--- src/rtl/decode_pkg.sv ---
// Shared types and constants for the instruction decode stage.
package decode_pkg;

  localparam int unsigned XLEN       = 32;
  localparam int unsigned REG_IDX_W  = 4;
  localparam int unsigned NR_REG_DEF = 16;

  typedef enum logic [1:0] {
    FU_ALU = 2'd0,
    FU_BRU = 2'd1,
    FU_LSU = 2'd2,
    FU_CSR = 2'd3
  } fu_t;

  typedef enum logic [2:0] {
    IMM_I    = 3'd0,
    IMM_S    = 3'd1,
    IMM_B    = 3'd2,
    IMM_U    = 3'd3,
    IMM_J    = 3'd4,
    IMM_NONE = 3'd5
  } imm_t;

  // Major opcodes, inst[6:2]; inst[1:0] must be 2'b11.
  localparam logic [4:0] OPC_LOAD     = 5'b00000;
  localparam logic [4:0] OPC_MISC_MEM = 5'b00011;
  localparam logic [4:0] OPC_OP_IMM   = 5'b00100;
  localparam logic [4:0] OPC_AUIPC    = 5'b00101;
  localparam logic [4:0] OPC_STORE    = 5'b01000;
  localparam logic [4:0] OPC_OP       = 5'b01100;
  localparam logic [4:0] OPC_LUI      = 5'b01101;
  localparam logic [4:0] OPC_BRANCH   = 5'b11000;
  localparam logic [4:0] OPC_JALR     = 5'b11001;
  localparam logic [4:0] OPC_JAL      = 5'b11011;
  localparam logic [4:0] OPC_SYSTEM   = 5'b11100;

  // True when a 5-bit register field names a register this core lacks.
  function automatic logic reg_oob(input logic [4:0] idx, input int unsigned nr);
    return 32'(idx) >= nr;
  endfunction

endpackage

--- src/rtl/decode_scoreboard.sv ---
// Busy-bit scoreboard for in-flight destination registers; x0 never busy.
module decode_scoreboard
  import decode_pkg::*;
#(
  parameter int unsigned NR_REG = NR_REG_DEF
) (
  input  logic                 clock,
  input  logic                 reset,
  input  logic                 set_valid,
  input  logic [REG_IDX_W-1:0] set_idx,
  input  logic                 clr_valid,
  input  logic [REG_IDX_W-1:0] clr_idx,
  input  logic                 q_rs1_en,
  input  logic [REG_IDX_W-1:0] q_rs1_idx,
  input  logic                 q_rs2_en,
  input  logic [REG_IDX_W-1:0] q_rs2_idx,
  input  logic                 q_rd_en,
  input  logic [REG_IDX_W-1:0] q_rd_idx,
  output logic                 rs1_busy_c,
  output logic                 rs2_busy_c,
  output logic                 rd_busy_c
);

  logic [NR_REG-1:0] busy;
  logic [NR_REG-1:0] busy_nxt;

  // Clear first so a same-cycle set on the same index wins.
  always_comb begin
    busy_nxt = busy;
    if (clr_valid) busy_nxt[clr_idx] = 1'b0;
    if (set_valid) busy_nxt[set_idx] = 1'b1;
    busy_nxt[0] = 1'b0;
  end

  always_ff @(posedge clock) begin
    if (reset) busy <= '0;
    else       busy <= busy_nxt;
  end

  assign rs1_busy_c = q_rs1_en & busy[q_rs1_idx];
  assign rs2_busy_c = q_rs2_en & busy[q_rs2_idx];
  assign rd_busy_c  = q_rd_en  & busy[q_rd_idx];

endmodule

--- src/rtl/decode_stage.sv ---
// Decode stage: one-entry holding register, RV32E decode, operand read and
// scoreboard-based RAW/WAW interlock between fetch and execute.
module decode_stage
  import decode_pkg::*;
#(
  parameter int unsigned NR_REG = NR_REG_DEF,
  parameter logic [31:0] RST_PC = 32'h0
) (
  input  logic                 clock,
  input  logic                 reset,
  input  logic                 in_valid,
  output logic                 in_ready,
  input  logic [XLEN-1:0]      in_pc,
  input  logic [XLEN-1:0]      in_inst,
  input  logic                 jump_flush,
  input  logic                 cs_flush,
  output logic [REG_IDX_W-1:0] rs1_addr,
  output logic [REG_IDX_W-1:0] rs2_addr,
  input  logic [XLEN-1:0]      rs1_data,
  input  logic [XLEN-1:0]      rs2_data,
  input  logic                 wb_valid,
  input  logic [REG_IDX_W-1:0] wb_rd,
  output logic                 out_valid,
  input  logic                 out_ready,
  output logic [XLEN-1:0]      out_pc,
  output logic [XLEN-1:0]      out_src1,
  output logic [XLEN-1:0]      out_src2,
  output logic [XLEN-1:0]      out_imm,
  output logic [REG_IDX_W-1:0] out_rd,
  output fu_t                  out_fu,
  output logic [3:0]           out_funct,
  output logic                 out_fencei,
  output logic                 out_illegal
);

  logic            valid_r;
  logic [XLEN-1:0] pc_r;
  logic [XLEN-1:0] inst_r;

  logic [4:0] opcode, rd_f, rs1_f, rs2_f;
  logic [2:0] funct3;
  logic       opc_known, uses_rs1, uses_rs2, writes_rd, is_illegal;
  logic       flush, stall, issue;
  logic       rs1_busy, rs2_busy, rd_busy;
  imm_t       imm_sel;
  fu_t        fu;

  assign opcode = inst_r[6:2];
  assign rd_f   = inst_r[11:7];
  assign funct3 = inst_r[14:12];
  assign rs1_f  = inst_r[19:15];
  assign rs2_f  = inst_r[24:20];

  // Opcode classification: operand usage, immediate form, functional unit.
  always_comb begin
    opc_known = 1'b0;
    uses_rs1  = 1'b0;
    uses_rs2  = 1'b0;
    writes_rd = 1'b0;
    imm_sel   = IMM_NONE;
    fu        = FU_ALU;
    if (inst_r[1:0] == 2'b11) begin
      opc_known = 1'b1;
      case (opcode)
        OPC_LUI, OPC_AUIPC: begin writes_rd = 1'b1; imm_sel = IMM_U; end
        OPC_JAL:      begin writes_rd = 1'b1; imm_sel = IMM_J; fu = FU_BRU; end
        OPC_JALR:     begin writes_rd = 1'b1; uses_rs1 = 1'b1; imm_sel = IMM_I; fu = FU_BRU; end
        OPC_BRANCH:   begin uses_rs1 = 1'b1; uses_rs2 = 1'b1; imm_sel = IMM_B; fu = FU_BRU; end
        OPC_LOAD:     begin writes_rd = 1'b1; uses_rs1 = 1'b1; imm_sel = IMM_I; fu = FU_LSU; end
        OPC_STORE:    begin uses_rs1 = 1'b1; uses_rs2 = 1'b1; imm_sel = IMM_S; fu = FU_LSU; end
        OPC_OP_IMM:   begin writes_rd = 1'b1; uses_rs1 = 1'b1; imm_sel = IMM_I; end
        OPC_OP:       begin writes_rd = 1'b1; uses_rs1 = 1'b1; uses_rs2 = 1'b1; end
        OPC_SYSTEM:   begin writes_rd = 1'b1; uses_rs1 = ~funct3[2]; imm_sel = IMM_I; fu = FU_CSR; end
        OPC_MISC_MEM: imm_sel = IMM_I;
        default:      opc_known = 1'b0;
      endcase
    end
  end

  assign is_illegal = ~opc_known
                    | (uses_rs1  & reg_oob(rs1_f, NR_REG))
                    | (uses_rs2  & reg_oob(rs2_f, NR_REG))
                    | (writes_rd & reg_oob(rd_f,  NR_REG));

  always_comb begin
    case (imm_sel)
      IMM_I:   out_imm = {{20{inst_r[31]}}, inst_r[31:20]};
      IMM_S:   out_imm = {{20{inst_r[31]}}, inst_r[31:25], inst_r[11:7]};
      IMM_B:   out_imm = {{19{inst_r[31]}}, inst_r[31], inst_r[7], inst_r[30:25], inst_r[11:8], 1'b0};
      IMM_U:   out_imm = {inst_r[31:12], 12'h000};
      IMM_J:   out_imm = {{11{inst_r[31]}}, inst_r[31], inst_r[19:12], inst_r[20], inst_r[30:21], 1'b0};
      default: out_imm = '0;
    endcase
  end

  assign rs1_addr    = rs1_f[REG_IDX_W-1:0];
  assign rs2_addr    = rs2_f[REG_IDX_W-1:0];
  assign out_rd      = (writes_rd & ~is_illegal) ? rd_f[REG_IDX_W-1:0] : '0;
  assign out_pc      = pc_r;
  assign out_src1    = rs1_data;
  assign out_src2    = rs2_data;
  assign out_fu      = fu;
  assign out_funct   = {inst_r[30], funct3};
  assign out_fencei  = opc_known & (opcode == OPC_MISC_MEM) & (funct3 == 3'b001);
  assign out_illegal = is_illegal;

  // Illegal instructions bypass the interlock; their rd is already zero.
  decode_scoreboard #(.NR_REG(NR_REG)) u_sb (
    .clock      (clock),
    .reset      (reset),
    .set_valid  (issue & (out_rd != '0)),
    .set_idx    (out_rd),
    .clr_valid  (wb_valid),
    .clr_idx    (wb_rd),
    .q_rs1_en   (uses_rs1 & ~is_illegal),
    .q_rs1_idx  (rs1_addr),
    .q_rs2_en   (uses_rs2 & ~is_illegal),
    .q_rs2_idx  (rs2_addr),
    .q_rd_en    (out_rd != '0),
    .q_rd_idx   (out_rd),
    .rs1_busy_c (rs1_busy),
    .rs2_busy_c (rs2_busy),
    .rd_busy_c  (rd_busy)
  );

  assign flush     = jump_flush | cs_flush;
  assign stall     = valid_r & (rs1_busy | rs2_busy | rd_busy);
  assign out_valid = valid_r & ~stall & ~flush;
  assign issue     = out_valid & out_ready;
  assign in_ready  = ~flush & (~valid_r | issue);

  always_ff @(posedge clock) begin
    if (reset) begin
      valid_r <= 1'b0;
      pc_r    <= RST_PC;
      inst_r  <= '0;
    end else if (flush) begin
      valid_r <= 1'b0;
    end else if (in_valid & in_ready) begin
      valid_r <= 1'b1;
      pc_r    <= in_pc;
      inst_r  <= in_inst;
    end else if (issue) begin
      valid_r <= 1'b0;
    end
  end

endmodule

--- config.mk ---
export PLATFORM = sky130hd
export DESIGN_NAME = decode_stage
export DESIGN_NICKNAME = d
export VERILOG_FILES = /design/src/rtl/decode_pkg.sv /design/src/rtl/decode_scoreboard.sv /design/src/rtl/decode_stage.sv
export SDC_FILE = /design/constraint.sdc
export NUM_CORES = 1
export LEC_CHECK = 0
export CAP_MARGIN = 5
export CORE_MARGIN = 4
export CORE_UTILIZATION = 41
export CTS_CLUSTER_DIAMETER = 200
export DETAILED_ROUTE_END_ITERATION = 6
export PLACE_DENSITY = 0.87
export SKIP_LAST_GASP = 1
export SLEW_MARGIN = 20
export SYNTH_ARGS = -nofsm -noshare
export SYNTH_HDL_FRONTEND = slang
export SYNTH_HIERARCHICAL = 1
export SYNTH_SLANG_ARGS = --single-unit
--- constraint.sdc ---
create_clock -name clock -period 11.66 [get_ports clock]
set_input_delay 2.332 -clock clock [delete_from_list [all_inputs] [get_ports clock]]
set_output_delay 2.332 -clock clock [all_outputs]
set_load 0.1 [all_outputs]
# Yosys cells after proc, flatten, opt, wreduce, memory -nomap -nowiden
# Index checks and enable logic that the tools add are counted.
[word_totals]
ff_bits = 81
inputBits = 139
output_inout_bits = 150
word_cells = 108
[classes]
order_cmp = 9
muxes = 28
n_reduce_logical = 16
eq_ne = 16
bitwise = 34
[op_table]
columns = ["op", "count"]
rows = [
  ["one-hot mux 32 bit (5 select lines)", 1],
  ["two-way mux 16 bit", 2],
  ["equality test 5 bit, second input constant", 4],
  ["less-than comparator 4 x 5 -> 1 bit, second input constant", 4],
  ["bitwise AND 1 bit", 18],
  ["bitwise AND 16 bit", 1],
  ["NOT 16 bit", 1],
  ["bitwise OR 16 bit", 1],
  ["equality test 5 x 4 -> 1 bit, second input constant", 3],
  [">= comparator 5 bit, second input constant", 3],
  ["one-hot mux 3 bit (5 select lines)", 1],
  ["two-way mux 1 bit", 14],
  ["binary-select mux 1 bit (select 4 bit)", 3],
  ["OR reduction 11 bit", 1],
  ["equality test 5 x 3 -> 1 bit, second input constant", 2],
  ["demux 1 bit (select 4 bit)", 2],
  [">= comparator 4 x 1 -> 1 bit, second input constant", 2],
  ["OR reduction 8 bit", 1],
  ["bitwise OR 1 bit", 7],
  ["equality test 3 x 1 -> 1 bit, second input constant", 2],
  ["equality test 3 x 2 -> 1 bit, second input constant", 2],
  ["NOT 1 bit", 6],
  ["one-hot mux 2 bit (3 select lines)", 1],
  ["OR reduction 2 bit", 3],
  ["16 further kinds", 18],
]

# Logic depth before layout (Yosys ltp)
[depth]
depth_word = 24
depth_mapped = 18
mapped_depth_nobuf = 16

# Modules after synthesis
# Netlist, hierarchy kept.
[by_module_without_submodules]
columns = ["mod", "seq_area_each_um2", "cells_per_inst", "area_per_inst_um2", "instances"]
rows = [
  ["decode_stage", 1301.2, 522, 3726.1, 1],
  ["decode_scoreboard", 300.3, 128, 1042.2, 1],
]

# Least setup slack after synthesis
# OpenSTA, ideal clock, no wires.
[synth_path]
path_type = "register to output"
start = "register inst_r[4]"
end = "output port in_ready"
path_buffers = 2
t_arrival_ns = 7.207
slack_ns = 2.121
t_required_ns = 9.328
path_stages_with_launch = 14
cell_sequence = "dfxtp_1 -> buf_4 -> a21boi_0 -> and3_1 -> nor4_2 -> o21ai_2 -> nor3b_1 -> buf_2 -> mux4_2 -> nor2_1 -> o22ai_1 -> nor3_1 -> a21boi_0 -> nor3_1"
[synth_between]
elab_chain_cells = 22
elab_cells_between_ends = 50
classes_between = "eq/ne (10); mux (11); bitwise (23); reduce/logical (6)"
[synth_lines]
columns = ["element", "line", "rtl"]
rows = [
  ["start, declared", "decode_stage.sv:38", "logic [XLEN-1:0] inst_r;"],
  ["start signal, assigned", "decode_stage.sv:142", "inst_r <= in_inst;"],
  ["equality test 5 x 4 -> 1 bit (tied with other cells)", "decode_stage.sv:64", "case (opcode)"],
  ["OR reduction 6 bit (no line) / OR reduction 11 bit (equally long branches)", "--", ""],
  ["one-hot mux 1 bit (2 select lines) / two-way mux 1 bit (equally long branches)", "decode_stage.sv:64", ""],
  ["two-way mux 1 bit", "decode_stage.sv:62", "if (inst_r[1:0] == 2'b11) begin"],
  ["bitwise AND 1 bit / NOT 1 bit (equally long branches)", "decode_stage.sv:81, decode_stage.sv:80", ""],
  ["bitwise OR 1 bit", "decode_stage.sv:81", "| (uses_rs1 & reg_oob(rs1_f, NR_REG))"],
  ["bitwise OR 1 bit", "decode_stage.sv:82", "| (uses_rs2 & reg_oob(rs2_f, NR_REG))"],
  ["bitwise OR 1 bit", "decode_stage.sv:83", "| (writes_rd & reg_oob(rd_f, NR_REG));"],
  ["(+3 left out)", "--", ""],
  ["net out_rd[0]", "decode_stage.sv:29", "output logic [REG_IDX_W-1:0] out_rd,"],
  ["(+3 left out)", "--", ""],
  ["net rd_busy", "decode_stage.sv:44", "logic rs1_busy, rs2_busy, rd_busy;"],
  ["bitwise OR 1 bit *", "decode_stage.sv:127", "assign stall = valid_r & (rs1_busy | rs2_busy | rd_busy);"],
  ["bitwise AND 1 bit *", "decode_stage.sv:127", ""],
  ["NOT 1 bit *", "decode_stage.sv:128", "assign out_valid = valid_r & ~stall & ~flush;"],
  ["bitwise AND 1 bit * (2 in a row)", "decode_stage.sv:128", ""],
  ["bitwise AND 1 bit *", "decode_stage.sv:129", "assign issue = out_valid & out_ready;"],
  ["bitwise OR 1 bit *", "decode_stage.sv:130", "assign in_ready = ~flush & (~valid_r | issue);"],
  ["bitwise AND 1 bit *", "decode_stage.sv:130", ""],
  ["end, declared", "decode_stage.sv:12", "output logic in_ready,"],
]
# Mark *: on every way through the listed nets, which the timed path passes. The rest lies on a longest branch. The select of a mux whose other input is x is not followed.

# Worst setup path after layout
[layout_path]
start = "register inst_r[2]"
end = "output port in_ready"
[layout_between]
elab_chain_cells = 22
elab_cells_between_ends = 50
classes_between = "eq/ne (10); mux (11); bitwise (23); reduce/logical (6)"
[layout_lines]
columns = ["element", "line"]
rows = [
  ["equality test 5 x 4 -> 1 bit (tied with other cells)", "decode_stage.sv:64"],
  ["OR reduction 6 bit (no line) / OR reduction 11 bit (equally long branches)", "--"],
  ["one-hot mux 1 bit (2 select lines) / two-way mux 1 bit (equally long branches)", "decode_stage.sv:64"],
  ["two-way mux 1 bit", "decode_stage.sv:62"],
  ["bitwise AND 1 bit / NOT 1 bit (equally long branches)", "decode_stage.sv:81, decode_stage.sv:80"],
  ["bitwise OR 1 bit", "decode_stage.sv:81"],
  ["bitwise OR 1 bit", "decode_stage.sv:82"],
  ["bitwise OR 1 bit", "decode_stage.sv:83"],
  ["(+6 left out)", "--"],
  ["net rd_busy", "decode_stage.sv:44"],
  ["bitwise OR 1 bit *", "decode_stage.sv:127"],
  ["bitwise AND 1 bit *", "decode_stage.sv:127"],
  ["NOT 1 bit *", "decode_stage.sv:128"],
  ["bitwise AND 1 bit * (2 in a row)", "decode_stage.sv:128"],
  ["bitwise AND 1 bit *", "decode_stage.sv:129"],
  ["bitwise OR 1 bit *", "decode_stage.sv:130"],
  ["bitwise AND 1 bit *", "decode_stage.sv:130"],
]
# Marked as above.

==> impl_metrics.yaml <==
cts:
  cts_sinks: 80
  clk_pin_slew_ps: 70
  clockBufferDepth: 2
  post_cts_resized: 0
  numCtsBuffers: 9
  clockRootBuffer: "clkbuf_16"
  clock_latency_ps: 340
  post_cts_buffers: 0
  cts_max_level: 3
  holdBufCountCts: 0
  cts_tree: "done"
sta:
  fmax_mhz: 131.9
  setup_viol: 0
  holdWs_ps: 455.4
  relSlewSlack_pct: 31.02
  finalHoldViolCount: 0
  fin_worst_skew_ps: 7.762
  slew_viol_final: 0
  grt_setup_unrepaired: "false"
  min_period_ps: 7580
  setup_slack_ps: 4080
  worst_pin_slew_ps: 1031
  finalSetupTns_ps: 0
  fin_crit_sh_pct: 65.01
synthesis:
  synth_edf_count: 0
  netlist_area_sq_um: 4768
  syn_area_per_cell_sq_um: 7.336
  async_flop_share_pct: 0
  ys_seq_area_share_pct: 33.59
  syn_inst: 650
  synth_warnings: 6
  yosysUniqueCellTypes: 57
  syn_nets: 789
  dominantRegCellSynth: "dfxtp_1"
  ys_ff_latch: 80
die:
  core_sq_um: 11420
  rows: 39
  start_util_pct: 41.76
  die-area_sq_um: 13420
  die_w_microns: 115.8
  ios: 289
  dieHeight_microns: 115.8
placed_design:
  dp_hpwl_microns: 10260
  place_ws_ps: 4547
  portBuffers: 160
  gp_congestion: 0.9822
finish:
  diodes: 0
  drive_gt1_share_pct: 5.694
  fillers: 1098
  multi_input_area_sq_um: 2431
  regArea_sq_um: 1602
  fin_util_pct: 54.36
  nets: 854
  area.growth.synth_to_final_pct: 30.18
power:
  power.density_nw_per_um2: 115.2
  ir_drop_v: 0.00008259
  p_leak_nw: 2.167
worst_hold_path:
  hold_class: "reg2reg"
  min_path_cells: 2
worst_setup_path:
  crit_type: "reg2out"
  ff2ff_path_depth: 14
  slowest_stage: "clkdlybuf4s50_1"
  critPathBufInv: 1
  crit_arrival_ps: 5250
  worstReg2RegStart: "inst_r[2]$_SDFFE_PP0P_"
  crit_top_cell: "nor3_1"
  worst_setup_path_end_kind: "output pin"
  cp_max_fo: 23
  worstPathRequired_ps: 9330
  rr_endpoint: "u_sb/busy[12]$_SDFF_PP0_"
  critPathLaunchType: "register"
  startpoint: "inst_r[2]$_SDFFE_PP0P_"
  cpPeakStageDelay_ps: 1160
  critical_path.top_delay_family: "simple AND/OR/NAND/NOR gates"
  cp_num_cells: 12
  r2r_setup_slack_ps: 6830
  path_cells: "nor2_1 > and3_1 > nor4_2 > o21ai_2 > nor3b_1 > nand3b_1 > nand4b_1 > o22ai_1 > nor3_1 > a21boi_0 > nor3_1 > clkdlybuf4s50_1"
  crit_path_end: "in_ready"
grt:
  gr-total-overflow: 0
  grt_start_max_net_pins: 81
  grt_antenna_before_repair: 0
  grt_first_pass_wirelength_microns: 22160
  grt_use_total_pct: 20.73
  grt_pass1_vias: 4333
route:
  via_per_inst: 5.326
  drcViolationCount: 0
  wirelength_microns: 14450
  ant_nets: 0
  firstDrtPassIters: 5
  wl_per_cell_microns: 16.75
  vias: 4596
  drt-initial-drc-count: 301
job:
  cap_violations: 0
run_status:
  status: "finished clean"
-- flip-flops by register name (all words and copies together) (netlist names) --
| name | flops |
|---|---|
| inst_r | 32 |
| out_pc | 32 |
| u_sb/busy | 15 |
| valid_r | 1 |
-- per-layer routing --
metal | part of all wire (%) | vias up | track usage, %
li1 | - | 2267 | -
met1 | 41 | 2086 | 26.03
met2 | 46 | 232 | 32.68
met3 | 12 | 11 | 9.191
met4 | 0.69 | 0 | 5.259
met5 | 0 | - | 0
-- synthesized netlist by cell type (3+ instances only) --
cell type  instances  area (sq um)
mux2i_1           13         130.1
nand3b_1           6         45.04
nor3_1             5         25.02
a22o_1             4         35.03
a31oi_1            4         25.02
nor2_1            27         101.4
and3_1             5         31.28
nand3_1           11         55.05
buf_4             77         578.1
nand2_1          180         675.7
o21ai_0           22         110.1
a21oi_1           91         455.4
dfxtp_1           80          1602
nand2b_1           6         37.54
buf_2             14         70.07
clkbuf_1          20         75.07
nor3b_1            6         45.04
nand4_1            4         25.02
nor4_1             5         31.28
inv_1              3         11.26
nor2b_1            4         25.02
and2_1            11         68.82
a21o_1            10         75.07
mux4_2             4         90.09
-- final cells by class --
cell class | instances | area share (%)
Tap cell | 143 | 2.882
Clock buffer | 9 | 3.628
Clock inverter | 7 | 1.834
Multi-Input combinational cell | 454 | 39.17
Sequential cell | 80 | 25.80
Timing Repair Buffer | 166 | 26.45
Inverter | 4 | 0.2419
-- per-stage QoR --
stage,area [sq um],std cells,power (mW)
finish,6207,863,0.7150
global route,6207,863,0.7391
detailed placement,5868,847,0.4049
global placement,5868,847,0.4041
CTS,6207,863,0.7205
floorplan,4768,650,0.4657
-- power by group --
part | leakage, nW | switching [mW] | internal (mW)
clock | 0.165 | 0.124 | 0.192
sequential | 0.649 | 0.0101 | 0.281
combinational | 1.35 | 0.0671 | 0.0412
total | 2.17 | 0.201 | 0.514
-- worst min-delay path by stage --
stage	from	endpoint	slack [ps]
final	out_pc[13]$_SDFFE_PP0P_	out_pc[13]$_SDFFE_PP0P_	460
after global routing	out_pc[30]$_SDFFE_PP0P_	out_pc[30]$_SDFFE_PP0P_	470
after CTS	out_pc[20]$_SDFFE_PP0P_	out_pc[20]$_SDFFE_PP0P_	460
after detailed placement	out_pc[13]$_SDFFE_PP0P_	out_pc[13]$_SDFFE_PP0P_	450
after global placement	out_pc[31]$_SDFFE_PP0P_	out_pc[31]$_SDFFE_PP0P_	440
after floorplan	inst_r[1]$_SDFFE_PP0P_	inst_r[1]$_SDFFE_PP0P_	440
-- cells by family (layout without fill, tap and decap cells) --
group / Yosys count / in the layout / synth area share (%)
xor gates and xnor gates: 1 / 1 / 0.1837
adders and majority gates: 1 / 1 / 0.2361
AOI/OAI and AO/OA: 151 / 151 / 18.39
buffers and inverters: 116 / 186 / 15.56
and+or+nand+nor: 282 / 282 / 26.95
muxes: 19 / 19 / 5.090
DFF: 80 / 80 / 33.59
-- worst register-to-register path: cells and delay by family (launching register included) --
family             cells  cell delay (ps)
and+or+nand+nor       11             3510
DFF                    1              790
AOI/OAI and AO/OA      3              450
-- layout by cell type (no fill, tap or decap), types with 9 or more instances in the layout --
cell type        synthesis  routed
clkdlybuf4s50_1          0     159
nand2_1                180     180
and2_1                  11      11
mux2i_1                 13      13
nand3_1                 11      10
clkbuf_16                0       9
dfxtp_1                 80      80
o21ai_0                 22      22
a21o_1                  10      10
a21oi_1                 91      91
nor2_1                  27      27
(Power assumes the default switching activity.)
